**src/rtl/uart_rx.sv**
```systemverilog
// uart_rx: 8N1 UART receiver, LSB first, 16x oversampling with an internal
// baud-tick divider. Emits each framed byte with a one-clock rx_done strobe;
// frame_err reports a low stop bit and holds until the next rx_done.
module uart_rx #(
    parameter int CLK_FREQ   = 100_000_000,
    parameter int BAUD       = 9600,
    parameter int OVERSAMPLE = 16            // only 16 is supported
) (
    input  logic       clk,
    input  logic       rst,
    input  logic       rx,
    output logic [7:0] rx_data,
    output logic       rx_done,
    output logic       rx_busy,
    output logic       frame_err
);

    // Clocks per oversample tick (truncating division), derived only.
    localparam int TICK_DIV = CLK_FREQ / (BAUD * OVERSAMPLE);
    localparam int TW       = (TICK_DIV > 1) ? $clog2(TICK_DIV) : 1;
    localparam logic [TW-1:0] TICK_LAST = TW'(TICK_DIV - 1);

    typedef enum logic [1:0] {IDLE, START, DATA, STOP} state_t;

    state_t        state_q, state_d;
    logic          rx_meta_q, rx_s_q, rx_prev_q;
    logic [TW-1:0] tick_cnt_q, tick_cnt_d;
    logic [3:0]    s_cnt_q, s_cnt_d;
    logic [2:0]    b_cnt_q, b_cnt_d;
    logic [7:0]    shift_q, shift_d;
    logic [7:0]    data_q, data_d;
    logic          done_q, done_d;
    logic          ferr_q, ferr_d;
    logic          fall_edge;
    logic          tick;

    // Two-flop synchronizer plus a previous-sample flop for edge detection.
    always_ff @(posedge clk or posedge rst) begin
        if (rst) begin
            rx_meta_q <= 1'b1;
            rx_s_q    <= 1'b1;
            rx_prev_q <= 1'b1;
        end else begin
            rx_meta_q <= rx;
            rx_s_q    <= rx_meta_q;
            rx_prev_q <= rx_s_q;
        end
    end

    assign fall_edge = !rx_s_q && rx_prev_q;
    // The divider is parked at zero in IDLE, so gate the tick as well.
    assign tick      = (state_q != IDLE) && (tick_cnt_q == TICK_LAST);

    // State and datapath registers.
    always_ff @(posedge clk or posedge rst) begin
        if (rst) begin
            state_q    <= IDLE;
            tick_cnt_q <= '0;
            s_cnt_q    <= '0;
            b_cnt_q    <= '0;
            shift_q    <= '0;
            data_q     <= '0;
            done_q     <= 1'b0;
            ferr_q     <= 1'b0;
        end else begin
            state_q    <= state_d;
            tick_cnt_q <= tick_cnt_d;
            s_cnt_q    <= s_cnt_d;
            b_cnt_q    <= b_cnt_d;
            shift_q    <= shift_d;
            data_q     <= data_d;
            done_q     <= done_d;
            ferr_q     <= ferr_d;
        end
    end

    // Next-state logic: tick divider, bit/tick counters, sampling and framing.
    always_comb begin
        state_d  = state_q;
        s_cnt_d  = s_cnt_q;
        b_cnt_d  = b_cnt_q;
        shift_d  = shift_q;
        data_d   = data_q;
        done_d   = 1'b0;
        ferr_d   = ferr_q;

        if (state_q == IDLE || tick) begin
            tick_cnt_d = '0;
        end else begin
            tick_cnt_d = tick_cnt_q + 1'b1;
        end

        case (state_q)
            IDLE: begin
                // Only a falling edge arms the receiver; a stuck-low line cannot.
                if (fall_edge) begin
                    state_d = START;
                    s_cnt_d = '0;
                end
            end
            START: begin
                if (tick) begin
                    if (s_cnt_q == 4'd7) begin
                        // Middle of the start bit: still low means a real frame.
                        if (!rx_s_q) begin
                            state_d = DATA;
                            s_cnt_d = '0;
                            b_cnt_d = '0;
                        end else begin
                            state_d = IDLE;
                        end
                    end else begin
                        s_cnt_d = s_cnt_q + 1'b1;
                    end
                end
            end
            DATA: begin
                if (tick) begin
                    if (s_cnt_q == 4'd15) begin
                        shift_d = {rx_s_q, shift_q[7:1]};
                        s_cnt_d = '0;
                        if (b_cnt_q == 3'd7) begin
                            state_d = STOP;
                        end else begin
                            b_cnt_d = b_cnt_q + 1'b1;
                        end
                    end else begin
                        s_cnt_d = s_cnt_q + 1'b1;
                    end
                end
            end
            STOP: begin
                if (tick) begin
                    if (s_cnt_q == 4'd15) begin
                        // Finish at mid-stop so a back-to-back start edge is caught.
                        done_d  = 1'b1;
                        state_d = IDLE;
                        s_cnt_d = '0;
                        if (rx_s_q) begin
                            data_d = shift_q;
                            ferr_d = 1'b0;
                        end else begin
                            ferr_d = 1'b1;
                        end
                    end else begin
                        s_cnt_d = s_cnt_q + 1'b1;
                    end
                end
            end
            default: state_d = IDLE;
        endcase
    end

    assign rx_data   = data_q;
    assign rx_done   = done_q;
    assign frame_err = ferr_q;
    assign rx_busy   = (state_q != IDLE);

endmodule
```
**config.mk**
```make
export PLATFORM = sky130hd
export DESIGN_NAME = uart_rx
export DESIGN_NICKNAME = d
export VERILOG_FILES = /design/src/rtl/uart_rx.sv
export SDC_FILE = /design/constraint.sdc
export NUM_CORES = 1
export LEC_CHECK = 0
export ABC_CLOCK_PERIOD_IN_PS = 3400
export CORE_ASPECT_RATIO = 0.8
export CORE_MARGIN = 2
export CORE_UTILIZATION = 25
export CTS_CLUSTER_DIAMETER = 100
export DETAILED_ROUTE_END_ITERATION = 6
export GPL_TIMING_DRIVEN = 1
export SLEW_MARGIN = 20
export SYNTH_ARGS = -nofsm -noshare
export SYNTH_HDL_FRONTEND = slang
export SYNTH_SLANG_ARGS = --single-unit
```
**constraint.sdc**
```tcl
create_clock -name clk -period 3.4 [get_ports clk]
set_clock_uncertainty 0.1 [all_clocks]
set_input_delay 1.02 -clock clk [delete_from_list [all_inputs] [get_ports clk]]
set_output_delay 1.02 -clock clk [all_outputs]
set_load 0.01 [all_outputs]
```
## Word level (Yosys, flattened, before mapping)

Cells that the tools add are included.

| word-level totals | value |
|---|---|
| register bits | 40 |
| input bits | 3 |
| output and inout bits | 11 |
| word-level logic and storage cells | 76 |

| operators by class | value |
|---|---|
| add/subtract/negate cells | 3 |
| equality and inequality tests | 19 |
| multiplexer cells | 29 |
| reductions and logical operators | 14 |

Operators with widths:

| operator | number |
|---|---|
| 2-to-1 mux 4 bit | 6 |
| != test 2 bit (second input constant) | 10 |
| 2-to-1 mux 2 bit | 9 |
| 2-to-1 mux 3 bit | 6 |
| one-hot mux 4 bit (3 select lines) | 1 |
| adder 10 x 1 -> 10 bit (second input constant) | 1 |
| equality test 10 bit (second input constant) | 1 |
| 2-to-1 mux 10 bit | 1 |
| one-hot mux 2 bit (4 select lines) | 1 |
| AND reduction 4 bit | 2 |
| AND reduction 8 bit | 1 |
| AND reduction 7 bit | 1 |
| one-hot mux 3 bit (2 select lines) | 1 |
| AND reduction 3 bit | 2 |
| adder 4 x 1 -> 4 bit (second input constant) | 1 |
| equality test 2 bit (second input constant) | 2 |
| equality test 4 x 3 -> 1 bit (second input constant) | 1 |
| equality test 4 bit (second input constant) | 1 |
| 2-to-1 mux 1 bit | 4 |
| nonzero test 2 bit | 2 |
| adder 3 x 1 -> 3 bit (second input constant) | 1 |
| equality test 3 bit (second input constant) | 1 |
| != test 3 bit (second input constant) | 1 |
| equality test 2 x 1 -> 1 bit (second input constant) | 1 |
| other kinds (6) | 7 |

## Logic depth before layout (Yosys ltp)

Gate-level depths: netlist (run 1).

| logic depth | value |
|---|---|
| depth after elaboration | 5 |
| gate-level depth with buffers | 7 |
| gate-level depth less buffers | 6 |

## Worst setup path after synthesis (run 1)

OpenSTA, ideal clock, no wires.

| timing path | value |
|---|---|
| kind | flip-flop to flip-flop |
| start | register tick_cnt_q[0] |
| end | register data_q[0] (netlist: rx_data[0]) |
| library setup time | 0.125 ns |
| arrival | 1.809 ns |
| required time | 3.175 ns |
| slack | 1.367 ns |
| cell stages (with the launch flop) | 7 |
| path buffers | 0 |
| clock period less this slack | 2.033 ns |
| cells stage by stage | dfrtp_1 -> inv_1 -> ha_1 -> and4bb_2 -> nand3_4 -> nor4_4 -> mux2_2 |

| between the ends | value |
|---|---|
| word-level cells in the longest chain between the ends | 3 |

Ends and longest elaborated chain:

| what | RTL line | RTL |
|---|---|---|
| from (decl) | 27 | `logic [TW-1:0] tick_cnt_q, tick_cnt_d;` |
| from (signal assigned) | 67 | `tick_cnt_q <= tick_cnt_d;` |
| equality test 10 bit | 52 | `assign tick = (state_q != IDLE) && (tick_cnt_q == TICK_LAST);` |
| logical AND 1 bit | 52 |  |
| AND reduction 4 bit (no line) | - |  |
| to (signal assigned) | 71 | `data_q <= data_d;` |
| to (decl) | 31 | `logic [7:0] data_q, data_d;` |

No other way between the ends.
A chain may end at the register's enable or synchronous reset.

==> results of run 1 <==
==> where the power goes <==
| part | internal, mW | total [mW] | switching [mW] |
|---|---|---|---|
| registers | 0.519 | 0.582 | 0.0626 |
| logic | 0.0552 | 0.111 | 0.0557 |
| clock network | 0.143 | 0.310 | 0.167 |
| total | 0.718 | 1.00 | 0.285 |
==> synth_stat cells <==
cell       count
o2bb2ai_1      1
o21ba_2        1
or4_1          1
a31o_2         2
a21oi_1        2
and3_1         1
nor4_1         1
nor2_1        16
nor3_4         1
mux2_2        19
nor4b_4        1
and4bb_2       1
clkbuf_1       3
nor3_1         4
xnor2_1        6
o211ai_1       4
nand4_1        3
nor4b_1        1
inv_1          9
a22o_1         1
nor2b_1        4
nand3b_1       1
a211o_1        1
a22oi_1        1
nand2b_1       1
o21a_1         2
nor4bb_1       1
xor2_1         2
dfstp_2        3
a2111oi_0      1
nand2_1        6
nor3b_1        2
dfrtp_1       37
o31ai_1        2
ha_1           5
nand3_1        7
a2bb2oi_1      1
nand3_4        1
nor4_4         1
o21bai_1       1
==> cells by family (layout without fill, tap and decap cells) <==
family	after synthesis	after routing	share of synthesized area (%)
AOI/OAI and AO/OA	20	20	8.26
adders and majority gates	5	5	3.30
buffers and inverters	12	32	2.38
xor gates and xnor gates	8	8	3.70
muxes	19	19	11.3
DFF	40	40	53.1
and+or+nand+nor	54	54	18.0
==> cell usage in the layout, fill, tap and decap left out, types with 3 or more instances in the layout <==
cell | Yosys | routed
clkdlybuf4s50_1 | 0 | 13
dfrtp_1 | 37 | 37
dfstp_2 | 3 | 3
ha_1 | 5 | 5
nor3_1 | 4 | 4
mux2_2 | 19 | 19
xnor2_1 | 6 | 6
nor2_1 | 16 | 16
o211ai_1 | 4 | 4
nand2_1 | 6 | 6
clkbuf_8 | 0 | 5
nand3_1 | 7 | 7
nor2b_1 | 4 | 4
nand4_1 | 3 | 3
inv_1 | 9 | 9
==> routing by layer <==
layer	track usage [%]	up-vias	share of wire, %
met5	0	-	0
met4	3.65	0	1.7
met3	2.55	6	2.9
met2	13.2	19	43
met1	12.3	607	52
li1	-	603	-
==> final timing paths <==
kind / to / cells after the start
min in group asynchronous: shift_q[5] / 3
min reg2reg: rx_s_q / 0
max reg2reg: rx_data[2] / 6
max: rx_busy / 3
min: rx_s_q / 0
max in group asynchronous: rx_prev_q / 3
==> flip-flops by register name (all words and copies together), names as in the netlist, named ones only <==
register    count
tick_cnt_q     10
rx_data         8
shift_q         8
s_cnt_q         4
b_cnt_q         3
frame_err       1
rx_done         1
rx_meta_q       1
rx_prev_q       1
rx_s_q          1
state_q         1
==> layout make-up <==
class | instances | area [µm²] | share of cell area (%)
Tap cell | 90 | 113 | 5.06
Timing Repair Buffer | 15 | 145 | 6.52
Clock inverter | 2 | 12.5 | 0.562
Sequential cell | 40 | 1000 | 45.2
Multi-Input combinational cell | 106 | 843 | 37.9
Inverter | 9 | 33.8 | 1.52
Clock buffer | 6 | 72.6 | 3.26
==> worst register-to-register path, delay by kind of cell (launching register included) <==
family | cells | cell delay [ns]
multiplexers | 1 | 0.40
adder cells (fa/ha/maj) | 1 | 0.15
buffers and inverters | 1 | 0.08
AND/OR/NAND/NOR | 3 | 1.04
flip-flops | 1 | 0.42
==> impl_metrics.env, run 1 <==
export IMPL_max_slew_worst_pin_slew_ns=0.611
export IMPL_grt_pass1_wl_mm=5.75
export IMPL_num_fill_cells=786
export IMPL_crit_fanout=13
export IMPL_grt_max_degree=41
export IMPL_crit_buf_inv=2
export IMPL_core_um2=7360
export IMPL_finalWorstSetupSlack_ns=0.629
export IMPL_path_cells="nor2_1 > inv_1 > clkdlybuf4s50_1"
export IMPL_final_nets=185
export IMPL_gr_total_overflow=0
export IMPL_finalSetupViolCount=0
export IMPL_r2r_start="tick_cnt_q[0]"
export IMPL_hold_path_startpoint="rx_meta_q"
export IMPL_placed_area_um2=2140
export IMPL_setup_tns_ns=0
export IMPL_avgViaCountPerCell=4.61
export IMPL_synth_top_area_share_pct=48.9
export IMPL_antenna_cells=0
export IMPL_yosys_top_cells_area="dfrtp_1 (49%), mux2_2 (11%), dfstp_2 (4.2%)"
export IMPL_dpl_worst_slack_ns=0.951
export IMPL_ctsLongestPathBuffers=2
export IMPL_leakagePower_nw=0.971
export IMPL_start_kind="register"
export IMPL_final_cell_area_um2=2220
export IMPL_slew_headroom_pct=59.0
export IMPL_max_stage_delay_ns=0.56
export IMPL_clk_pin_slew_ns=0.07
export IMPL_cp_data_arrival_time_ns=1.65
export IMPL_cp_data_required_time_ns=2.28
export IMPL_dieHeight_um=81.8
export IMPL_die_area_um2=8290
export IMPL_numClockSinks=40
export IMPL_antenna_found_initial=0
export IMPL_final_util_pct=30.2
export IMPL_avgSynthCellArea_um2=12.0
export IMPL_cpMaxStageDelayCell="dfrtp_1"
export IMPL_routed_wl_mm=3.30
export IMPL_initial_core_util_pct=25.7
export IMPL_vdd_drop_max_mv=0.211
export IMPL_hold_class="register to register"
export IMPL_grt_pass1_vias=1210
export IMPL_rsz0062_at_grt="no"
export IMPL_via_count=1235
export IMPL_drive_above_1_share_pct=21.9
export IMPL_port_buffers=13
export IMPL_drt_iter0_markers=102
export IMPL_gp_routability_congestion=0.841
export IMPL_yosys_register_bits=40
export IMPL_wl_per_cell_um=12.3
export IMPL_synth_area_leader_cell="dfrtp_1"
export IMPL_fin_cells=268
export IMPL_hpwl_mm=2.25
export IMPL_seq_area_frac_synth_pct=53.1
export IMPL_dp_cells=260
export IMPL_hold_buffers=0
export IMPL_core_rowCount=28
export IMPL_drc_errors=0
export IMPL_rrSetupSlack_ns=1.09
export IMPL_power_mw=1.00
export IMPL_syn_num_nets=166
export IMPL_htree_levels=2
export IMPL_syn_inst=158
export IMPL_fmax_mhz=361
export IMPL_cts_tree="built"
export IMPL_cp_end_kind="output pin"
export IMPL_ys_types=40
export IMPL_outcome="completed"
export IMPL_grtUsageTotal_pct=8.96
export IMPL_numCtsBuffers=5
export IMPL_slew_violations=0
export IMPL_crit_type="register to output pin"
export IMPL_cts_root_buf="clkbuf_8"
export IMPL_ant_nets=0
export IMPL_yosys_warnings=0
export IMPL_finalCritPeriodShare_pct=81.5
export IMPL_cts_setup_buffers=0
export IMPL_cts_resized=0
export IMPL_die_x_um=101
export IMPL_timing_hold_ws_ns=0.257
export IMPL_syn_to_final_growth_pct=17.5
export IMPL_pin_count=14
export IMPL_cp_top_family="buffers and inverters"
export IMPL_hold_violations=0
export IMPL_synth_area_um2=1890
export IMPL_period_needed_ns=2.77
export IMPL_power_density_nw_per_um2=451
export IMPL_clock_latency_ns=0.29
export IMPL_maxCapViolCount=0
export IMPL_first_pass_iters=4
Power figures use the tool's default switching activity.
==> run 2, diff against run 1 <==
ABC_CLOCK_PERIOD_IN_PS = 2690   (was 3400)
clock period = 2.69 ns   (was 3.4 ns; I/O delays follow)
==> run 2 against run 1 <==
Cell count rose by 0.37%; clock power rose by 35%; largest power group unchanged; critical endpoint unchanged; sequential power is 26% higher; worst hold slack improved by 0.0011 ns; combinational power is 27% higher; critical path type unchanged.
==> impl_metrics.env, run 2 (synthesis results as in run 1) <==
export IMPL_outcome="completed"
export IMPL_port_buffers=13
export IMPL_final_nets=186
export IMPL_num_fill_cells=785
export IMPL_crit_type="register to output pin"
export IMPL_use_met2_pct=13.6
export IMPL_routed_wl_mm=3.22
export IMPL_cts_root_buf="clkbuf_8"
export IMPL_fin_cells=269
export IMPL_finalCritPeriodShare_pct=93.5
export IMPL_pin_count=14
export IMPL_period_needed_ns=2.51
export IMPL_grt_max_degree=41
export IMPL_clk_pin_slew_ns=0.08
export IMPL_via_count=1232
export IMPL_initial_core_util_pct=25.7
export IMPL_max_slew_worst_pin_slew_ns=0.484
export IMPL_cts_resized=0
export IMPL_placed_area_um2=2150
export IMPL_rr_worst_depth=7
export IMPL_fmax_mhz=398
export IMPL_syn_to_final_growth_pct=18.6
export IMPL_hold_violations=0
export IMPL_leakagePower_nw=0.979
export IMPL_cp_end_kind="output pin"
export IMPL_path_cells="nor2_1 > inv_1 > clkdlybuf4s50_1"
export IMPL_final_cell_area_um2=2240
export IMPL_clock_latency_ns=0.29
export IMPL_slew_violations=0
export IMPL_largest_reg_flops=10
export IMPL_wl_per_cell_um=12.0
export IMPL_min_path_cells=0
export IMPL_core_rowCount=28
export IMPL_final_util_pct=30.5
export IMPL_cpMaxStageDelayCell="dfrtp_1"
export IMPL_power_density_nw_per_um2=576
export IMPL_finalSetupViolCount=0
export IMPL_finalWorstSetupSlack_ns=0.175
export IMPL_gr_total_overflow=0
export IMPL_numClockSinks=40
export IMPL_dp_cells=261
export IMPL_cts_setup_buffers=0
export IMPL_hpwl_mm=2.23
export IMPL_met3_usage_pct=2.55
export IMPL_drive_above_1_share_pct=22.9
export IMPL_cp_data_required_time_ns=1.78
export IMPL_power_mw=1.29
export IMPL_start_kind="register"
export IMPL_crit_fanout=14
export IMPL_numCtsBuffers=5
export IMPL_use_met1_pct=11.6
export IMPL_setup_tns_ns=0
export IMPL_hold_buffers=0
export IMPL_dpl_worst_slack_ns=0.482
export IMPL_hold_class="register to register"
export IMPL_vdd_drop_max_mv=0.311
export IMPL_ctsLongestPathBuffers=2
export IMPL_grtUsageTotal_pct=8.78
export IMPL_drc_errors=0
export IMPL_max_stage_delay_ns=0.55
export IMPL_core_um2=7360
export IMPL_cts_tree="built"
export IMPL_top_usage_layer="met2"
export IMPL_mostFrequentLayoutCell="dfrtp_1"
export IMPL_die_area_um2=8290
export IMPL_htree_levels=2
export IMPL_first_pass_iters=4
export IMPL_gp_routability_congestion=0.783
export IMPL_dieHeight_um=81.8
export IMPL_timing_hold_ws_ns=0.258
export IMPL_rsz0062_at_grt="no"
export IMPL_antenna_cells=0
export IMPL_grt_pass1_wl_mm=5.69
export IMPL_ant_nets=0
export IMPL_drt_iter0_markers=61
export IMPL_grt_pass1_vias=1229
export IMPL_regMostFlops="tick_cnt_q"
export IMPL_cp_data_arrival_time_ns=1.61
export IMPL_slew_headroom_pct=66.9
export IMPL_avgViaCountPerCell=4.58
export IMPL_final_cell_mix="dfrtp_1 (37), mux2_2 (19), nor2_1 (16)"
export IMPL_maxCapViolCount=0
export IMPL_die_x_um=101
export IMPL_antenna_found_initial=0
run 2: per-layer routing:
layer / wire length (µm) / vias up
li1: - / 610
met1: 1650 / 593
met2: 1390 / 22
met3: 132 / 7
met4: 56 / 0
met5: 0 / -
run 2: report_power, final:
part	internal (mW)	switching (mW)
Clock	0.208	0.210
Sequential	0.656	0.0781
Combinational	0.0690	0.0720
run 2: worst max-delay path, delay by kind of cell (launching register included):
kind / cells / cell delay, ns
buf+inv: 2 / 0.65
flops: 1 / 0.55
simple gates: 1 / 0.12
run 2: area by class of cell:
class	count	area (µm²)	share of cell area [%]
Inverter	9	33.8	1.51
Timing Repair Buffer	16	153	6.80
Tap cell	90	113	5.02
Multi-Input combinational cell	106	843	37.6
Clock inverter	2	15.0	0.669
Sequential cell	40	1000	44.8
Clock buffer	6	82.6	3.68
run 2: final timing paths:
check	startpoint	end	slack, ns
setup / recovery	state_q[0]	rx_busy	0.18
hold / removal	rx_meta_q	rx_s_q	0.26
setup reg to reg	tick_cnt_q[0]	rx_data[6]	0.56
hold reg to reg	rx_meta_q	rx_s_q	0.26
max in group asynchronous	rst	rx_prev_q	1.29
min in group asynchronous	rst	tick_cnt_q[1]	0.84
==> run 3, diff against run 2 <==
CTS_CLUSTER_DIAMETER = 200   (was 100)
REMOVE_ABC_BUFFERS = 1   (was not set)
==> run 3 against run 2 <==
Via count is 0.41% lower; utilization did not move; fmax down 1.2%; highest routed layer unchanged.
==> impl_metrics.env, run 3 (synthesis results as in run 1) <==
export IMPL_outcome="completed"
export IMPL_ant_nets=0
export IMPL_largest_reg_flops=10
export IMPL_numCtsBuffers=5
export IMPL_cp_end_kind="output pin"
export IMPL_regMostFlops="tick_cnt_q"
export IMPL_met2_length_mm=1.41
export IMPL_cp_data_required_time_ns=1.78
export IMPL_initial_core_util_pct=25.7
export IMPL_slew_headroom_pct=66.7
export IMPL_die_x_um=101
export IMPL_numClockSinks=40
export IMPL_placed_area_um2=2150
export IMPL_cts_resized=0
export IMPL_cts_setup_buffers=0
export IMPL_gp_routability_congestion=0.853
export IMPL_hold_violations=0
export IMPL_power_density_nw_per_um2=581
export IMPL_routed_top_layer="met4"
export IMPL_period_needed_ns=2.55
export IMPL_dpl_worst_slack_ns=0.472
export IMPL_ctsLongestPathBuffers=2
export IMPL_rrSetupSlack_ns=0.57
export IMPL_core_um2=7360
export IMPL_grtUsageTotal_pct=8.98
export IMPL_hpwl_mm=2.23
export IMPL_port_buffers=13
export IMPL_wl_per_cell_um=12.1
export IMPL_path_cells="nor2_1 > inv_1 > clkdlybuf4s50_1"
export IMPL_syn_to_final_growth_pct=18.6
export IMPL_crit_fanout=13
export IMPL_r2r_start="tick_cnt_q[0]"
export IMPL_slew_violations=0
export IMPL_timing_hold_ws_ns=0.259
export IMPL_max_stage_delay_ns=0.55
export IMPL_vdd_drop_max_mv=0.296
export IMPL_num_fill_cells=757
export IMPL_core_rowCount=28
export IMPL_rr_worst_depth=7
export IMPL_leakagePower_nw=0.979
export IMPL_dieHeight_um=81.8
export IMPL_cp_num_cells=3
export IMPL_cp_top_family="buffers and inverters"
export IMPL_cpMaxStageDelayCell="dfrtp_1"
export IMPL_pin_count=14
export IMPL_final_cell_mix="dfrtp_1 (37), mux2_2 (19), nor2_1 (16)"
export IMPL_clk_pin_slew_ns=0.08
export IMPL_gr_total_overflow=0
export IMPL_final_util_pct=30.5
export IMPL_fmax_mhz=393
export IMPL_finalWorstSetupSlack_ns=0.144
export IMPL_cp_data_arrival_time_ns=1.64
export IMPL_cts_tree="built"
export IMPL_hold_class="register to register"
export IMPL_grt_max_degree=41
export IMPL_cts_root_buf="clkbuf_8"
export IMPL_antenna_cells=0
export IMPL_max_slew_worst_pin_slew_ns=0.500
export IMPL_wl_met3_um=106
export IMPL_rsz0062_at_grt="no"
export IMPL_start_kind="register"
export IMPL_drive_above_1_share_pct=22.9
export IMPL_finalSetupViolCount=0
export IMPL_mostFrequentLayoutCell="dfrtp_1"
export IMPL_grt_pass1_wl_mm=5.79
export IMPL_finalCritPeriodShare_pct=94.6
export IMPL_drc_errors=0
export IMPL_dp_cells=261
export IMPL_setup_tns_ns=0
export IMPL_setup_worst_path_end="rx_busy"
export IMPL_via_count=1227
export IMPL_maxCapViolCount=0
export IMPL_grt_pass1_vias=1249
export IMPL_routed_wl_mm=3.27
export IMPL_wl_met1_mm=1.69
export IMPL_power_mw=1.30
export IMPL_crit_buf_inv=2
export IMPL_final_cell_area_um2=2240
export IMPL_r2r_end="rx_data[5]"
export IMPL_antenna_found_initial=0
export IMPL_first_pass_iters=4
export IMPL_avgViaCountPerCell=4.56
export IMPL_htree_levels=2
export IMPL_final_nets=186
export IMPL_drt_iter0_markers=86
export IMPL_fin_cells=269
export IMPL_die_area_um2=8290
export IMPL_clock_latency_ns=0.29
export IMPL_hold_buffers=0
export IMPL_crit_type="register to output pin"
-- run 3: report_power, final --
group	switching (mW)	total, mW	internal [mW]
clock network	0.217	0.425	0.208
registers	0.0766	0.733	0.656
logic	0.0755	0.146	0.0703
-- run 3: how the worst min path moves through the flow --
stage                  end      start  slack [ns]  depth (start not counted)
global route        rx_s_q  rx_meta_q        0.27                          0
finish              rx_s_q  rx_meta_q        0.26                          0
CTS                 rx_s_q  rx_meta_q        0.26                          0
global placement    rx_s_q  rx_meta_q        0.25                          0
detailed placement  rx_s_q  rx_meta_q        0.25                          0
floorplan           rx_s_q  rx_meta_q        0.25                          0
-- run 3: worst reg2reg max path, delay by kind of cell (launching register included) --
kind,cells,cell delay [ns]
buffers and inverters,2,0.30
adders and majority gates,1,0.15
and+or+nand+nor,3,0.70
muxes,1,0.35
DFF,1,0.42
-- run 3: routing by layer --
| metal | vias to the layer above | GRT usage [%] |
|---|---|---|
| met3 | 6 | 2.55 |
| met4 | 0 | 4.05 |
| met2 | 17 | 14.2 |
| li1 | 609 | - |
| met5 | - | 0 |
| met1 | 595 | 11.5 |
-- run 3: area by class of cell --
type	count	area, µm²	area share, %
Inverter	9	33.8	1.51
Multi-Input combinational cell	106	843	37.6
Sequential cell	40	1000	44.8
Timing Repair Buffer	16	153	6.80
Clock inverter	2	15.0	0.669
Clock buffer	6	82.6	3.68
Tap cell	90	113	5.02
